`config.mk`:
```
export PLATFORM = sky130hd
export DESIGN_NAME = an_residue_serial
export DESIGN_NICKNAME = d
export VERILOG_FILES = /design/src/rtl/an_code_pkg.sv /design/src/rtl/an_mod_step_unit.sv /design/src/rtl/an_residue_serial.sv
export SDC_FILE = /design/constraint.sdc
export NUM_CORES = 1
export LEC_CHECK = 0
export CELL_PAD_IN_SITES_DETAIL_PLACEMENT = 0
export CELL_PAD_IN_SITES_GLOBAL_PLACEMENT = 1
export CORE_UTILIZATION = 44
export DETAILED_ROUTE_END_ITERATION = 10
export PLACE_DENSITY = 0.89
export RECOVER_POWER = 50
export SLEW_MARGIN = 20
export SYNTH_ARGS = -nofsm -noshare
export SYNTH_HDL_FRONTEND = slang
export SYNTH_HIERARCHICAL = 1
export SYNTH_SLANG_ARGS = --single-unit
```
`constraint.sdc`:
```
create_clock -name clk -period 5.15 [get_ports clk]
set_clock_uncertainty 0.1 [all_clocks]
set_input_delay 0.515 -clock clk [delete_from_list [all_inputs] [get_ports clk]]
set_output_delay 0.515 -clock clk [all_outputs]
set_load 0.02 [all_outputs]
```
`src/rtl/an_code_pkg.sv`:
```
// Shared definitions for the AN-code (A = 655) double-error-correction path:
// code constants, the residue FSM state type and the single modular step
// used by the residue unit, the r-LUT and the corrector.
package an_code_pkg;

    localparam int AN_A   = 655;
    localparam int AN_W   = 14;
    localparam int AN_R_W = 10;

    typedef enum logic [1:0] {
        IDLE = 2'd0,
        CALC = 2'd1,
        DONE = 2'd2
    } an_state_t;

    // (2*acc + b) mod AN_A for acc < AN_A: the doubled value is below
    // 2*AN_A, so one conditional subtract fully reduces it.
    function automatic logic [AN_R_W-1:0] an_mod_step(
        input logic [AN_R_W-1:0] acc,
        input logic              b
    );
        logic [AN_R_W:0] t;
        t = {acc, b};
        if (t >= (AN_R_W+1)'(AN_A))
            return AN_R_W'(t - (AN_R_W+1)'(AN_A));
        else
            return t[AN_R_W-1:0];
    endfunction

endpackage

```
`src/rtl/an_mod_step_unit.sv`:
```
// One MSB-first modular reduction step: o_acc = (2*i_acc + i_bit) mod A.
// Requires i_acc < A, which keeps the doubled value below 2*A.
module an_mod_step_unit
    import an_code_pkg::*;
#(
    parameter int A   = AN_A,
    parameter int R_W = AN_R_W
) (
    input  logic [R_W-1:0] i_acc,
    input  logic           i_bit,
    output logic [R_W-1:0] o_acc
);

    logic [R_W:0] w_t;

    // Shift in the next codeword bit, then reduce with a single subtract.
    always_comb begin
        w_t = {i_acc, i_bit};
        if (w_t >= (R_W+1)'(A))
            o_acc = R_W'(w_t - (R_W+1)'(A));
        else
            o_acc = w_t[R_W-1:0];
    end

endmodule

```
`src/rtl/an_residue_serial.sv`:
```
// Bit-serial residue unit: computes r = N mod A for a received AN codeword,
// MSB first over W cycles, and hands r plus the original N downstream with
// a valid/ready handshake. One codeword in flight at a time.
module an_residue_serial
    import an_code_pkg::*;
#(
    parameter int W     = AN_W,
    parameter int A     = AN_A,
    parameter int R_W   = AN_R_W,
    parameter int CNT_W = 4
) (
    input  logic           clk,
    input  logic           rst_n,
    input  logic           in_valid,
    output logic           in_ready,
    input  logic [W-1:0]   in_cw,
    output logic           out_valid,
    input  logic           out_ready,
    output logic [R_W-1:0] r_out,
    output logic [W-1:0]   cw_out,
    output logic           syn_zero
);

    an_state_t        r_state;
    an_state_t        w_next_state;
    logic [W-1:0]     r_sh;
    logic [W-1:0]     r_cw;
    logic [R_W-1:0]   r_acc;
    logic [R_W-1:0]   r_rem;
    logic             r_syn;
    logic [CNT_W-1:0] r_cnt;

    logic [R_W-1:0]   w_acc_next;
    logic             w_accept;
    logic             w_last;

    assign w_accept = in_valid && (r_state == IDLE);
    assign w_last   = (r_cnt == CNT_W'(W - 1));

    an_mod_step_unit #(
        .A   (A),
        .R_W (R_W)
    ) u_step (
        .i_acc (r_acc),
        .i_bit (r_sh[W-1]),
        .o_acc (w_acc_next)
    );

    // State register.
    always_ff @(posedge clk or negedge rst_n) begin
        if (!rst_n)
            r_state <= IDLE;
        else
            r_state <= w_next_state;
    end

    // Next-state logic: accept in IDLE, W steps in CALC, hold in DONE until taken.
    always_comb begin
        w_next_state = r_state;
        case (r_state)
            IDLE:    if (in_valid)  w_next_state = CALC;
            CALC:    if (w_last)    w_next_state = DONE;
            DONE:    if (out_ready) w_next_state = IDLE;
            default:                w_next_state = IDLE;
        endcase
    end

    // Datapath: load on accept, shift/reduce during CALC, latch result on the last step.
    // in_cw only reaches any state through the accept load.
    always_ff @(posedge clk or negedge rst_n) begin
        if (!rst_n) begin
            r_sh  <= '0;
            r_cw  <= '0;
            r_acc <= '0;
            r_cnt <= '0;
            r_rem <= '0;
            r_syn <= 1'b0;
        end else if (w_accept) begin
            r_sh  <= in_cw;
            r_cw  <= in_cw;
            r_acc <= '0;
            r_cnt <= '0;
        end else if (r_state == CALC) begin
            r_acc <= w_acc_next;
            r_sh  <= r_sh << 1;
            r_cnt <= r_cnt + 1'b1;
            if (w_last) begin
                r_rem <= w_acc_next;
                r_syn <= (w_acc_next == '0);
            end
        end
    end

    assign in_ready  = (r_state == IDLE);
    assign out_valid = (r_state == DONE);
    assign r_out     = r_rem;
    assign cw_out    = r_cw;
    assign syn_zero  = r_syn;

endmodule

```
==> flow_summary.yaml <==
critical_path:
  setup.worst_path.end_class: "asynchronous set/reset pin"
  path_buf_inv: 2
  crit_fanout: 55
  path_cells: "buf_2, clkbuf_1"
  start_kind: "input pin"
  worstPathArrival_ps: 2630
  crit_family: "buffers and inverters"
  slowest_stage: "clkbuf_1"
  critPathKind: "in -> async"
  cp_slowest_stage_delay_ps: 2000
  worst_ep_required_time_ps: 4870
drt:
  drt-total-wl_um: 4990
  drt_iter0_markers: 89
  ant_nets: 0
  vias_per_cell: 5.247
  drc: 0
  wl_per_cell_um: 13.86
  first_pass_iters: 4
  vias: 1889
grt:
  antenna_found_initial: 0
  grt-ovfl-total: 0
  grt_max_degree: 56
  grt_pass1_vias: 1879
  grtUsageTotal_pct: 18.28
  grt_pass1_wl_um: 8790
final_layout:
  stdcell_count: 360
  drive_above_1_share_pct: 11.11
  utilization_pct: 56.50
  areaGrowthSynthToFinish_pct: 22.89
  nets: 308
  num_antenna_cells: 0
synthesis:
  synth_area_leaders: "dfrtp_1, nand2_1, mux2i_1, mux2_2, o21ai_0"
  synth_edf_count: 0
  synth.avg_cell_area_um2: 10.44
  seq_area_frac_synth_pct: 54.03
  ys_seq_elements: 55
  synth_top_flop_cell: "dfrtp_1"
  synth_top_area_share_pct: 54.03
  syn_inst: 244
  yosysTopAreaCell: "dfrtp_1"
  async_flop_share_pct: 100.0
  yosysWarningCount: 6
  syn_nets: 265
  syn_area_um2: 2547
  yosysUniqueCellTypes: 39
placed_design:
  dp_cells: 352
  pre_cts_ws_ps: 2548
  portBuffers: 44
  place.gp.congestion: 0.8628
  place_hpwl_um: 3360
timing:
  setup_ws_ps: 2239
  max_clock_freq_ghz: 0.3435
  relSlewSlack_pct: -89.54
  grt_setup_unrepaired: "no"
  setup_tns_ps: 0
  final_hold_viol_count: 0
  finalSetupViolCount: 0
  report.final.slew_viol_count: 56
  period_minus_slack_ps: 2911
  tightestPinTransition_ps: 2843
  fin_crit_sh_pct: 56.52
clock_tree:
  worstSkewPairLatency_ps: 310
  tritoncts: "done"
  clk_path_buf_depth: 2
  cts_root_buf: "clkbuf_8"
  cts_setup_buffers: 0
  post_cts_resized: 0
  path_clk_slew_ps: 100
  htree_levels: 2
  numCtsBuffers: 5
  ctsHoldBuffers: 0
  cts_sinks: 55
flow_run:
  drv_cap: 1
floorplan:
  io_pins: 45
  chipHeight_um: 78.09
  die_x_um: 78.09
  die-area_um2: 6098
  start_util_pct: 45.98
  core_um2: 5540
  rows: 27
worst_hold_path:
  hold_path_class: "reg -> reg"
pwr:
  p_leak_nw: 1.492
  p_total_mw: 2.016
  power.density_nw_per_um2: 644.1
  ir_worst_vdd_mv: 0.2813
outcome:
  status: "finished, violations left"
  violations: "max-capacitance violations, max-slew violations"
==> Yosys cell counts, types with 2 or more instances <==
master    count
xnor2_1       4
nor2_1        2
dfrtp_1      55
buf_6         2
nand2_1      69
o21ai_0      18
buf_2         5
inv_1         2
a21oi_1       5
nand3_1      17
mux2i_1      14
nor2b_1       3
ha_1          3
or4_1         2
nand3b_1      2
o21a_1        2
nor2_4        2
buf_4         3
o21ai_1       3
mux2_2       12
==> state kept, by name (all words and copies together), names as in the netlist <==
signal / count
r_acc: 10
r_out: 10
syn_zero: 1
cw_out: 14
r_cnt: 4
r_state: 2
r_sh: 14
==> cell usage in the layout, fill, tap and decap left out, types with 2 or more instances in the layout <==
master and n:
clkdlybuf4s50_1 43, ha_1 3, inv_1 2, mux2i_1 14, a21oi_1 5, nand2_1 69, mux2_2 12, o21ai_0 18
nor2_1 2, or4_1 2, nand3b_1 2, o21ai_1 3, nand3_1 17, nor2b_1 3, nor2_4 2, clkbuf_1 2
clkbuf_8 5, o21a_1 2, xnor2_1 4, dfrtp_1 55
==> power by group <==
part / switching, mW / internal [mW]
clock network: 0.147 / 0.148
logic: 0.495 / 0.437
registers: 0.161 / 0.628
==> per-layer routing <==
metal / vias to the layer above / GRT usage, % / wire length (um)
met4: 0 / 7.037 / 76
met2: 40 / 30.26 / 2400
met1: 918 / 23.51 / 2323
met5: - / 0 / 0
met3: 8 / 3.837 / 189
li1: 923 / - / -
==> stage by stage <==
step / hold WS (ps) / instance area [um^2]
2_1_floorplan: 119.4 / 2547
3_3_place_gp: 359.7 / 3024
3_5_place_dp: 362.0 / 3024
4_1_cts: 241.3 / 3141
5_1_grt: 424.5 / 3131
6_report: 380.0 / 3131
==> logic make-up (layout without fill, tap and decap cells) <==
logic type,Yosys count,in the layout,share of synthesized area (%)
fa+ha+maj,3,3,1.474
mux,28,28,11.84
buf+inv,13,57,3.192
xor+xnor,4,4,1.375
compound gates,35,35,8.399
simple gates,106,106,19.70
flops,55,55,54.03
==> path summary, 6_finish.rpt <==
kind | from | to | slack, ps | cells past startpoint
max in group clk | r_acc[0] | syn_zero | 2530 | 8
min reg2reg | cw_out[11] | cw_out[11] | 380 | 2
min in group asynchronous | rst_n | r_out[9] | 1100 | 2
max | rst_n | r_acc[0] | 2240 | 2
max reg2reg | r_acc[0] | syn_zero | 2530 | 8
min | cw_out[11] | cw_out[11] | 380 | 2
==> layout make-up <==
type,count,area (um^2)
well taps,72,90.09
clock buffers,5,68.82
repair buffers,47,450.4
clock inverters,3,47.55
inverters,2,7.507
flip-flops and latches,55,1376
fillers,504,2410
multi-input cells,176,1090
(Power assumes the default switching activity.)
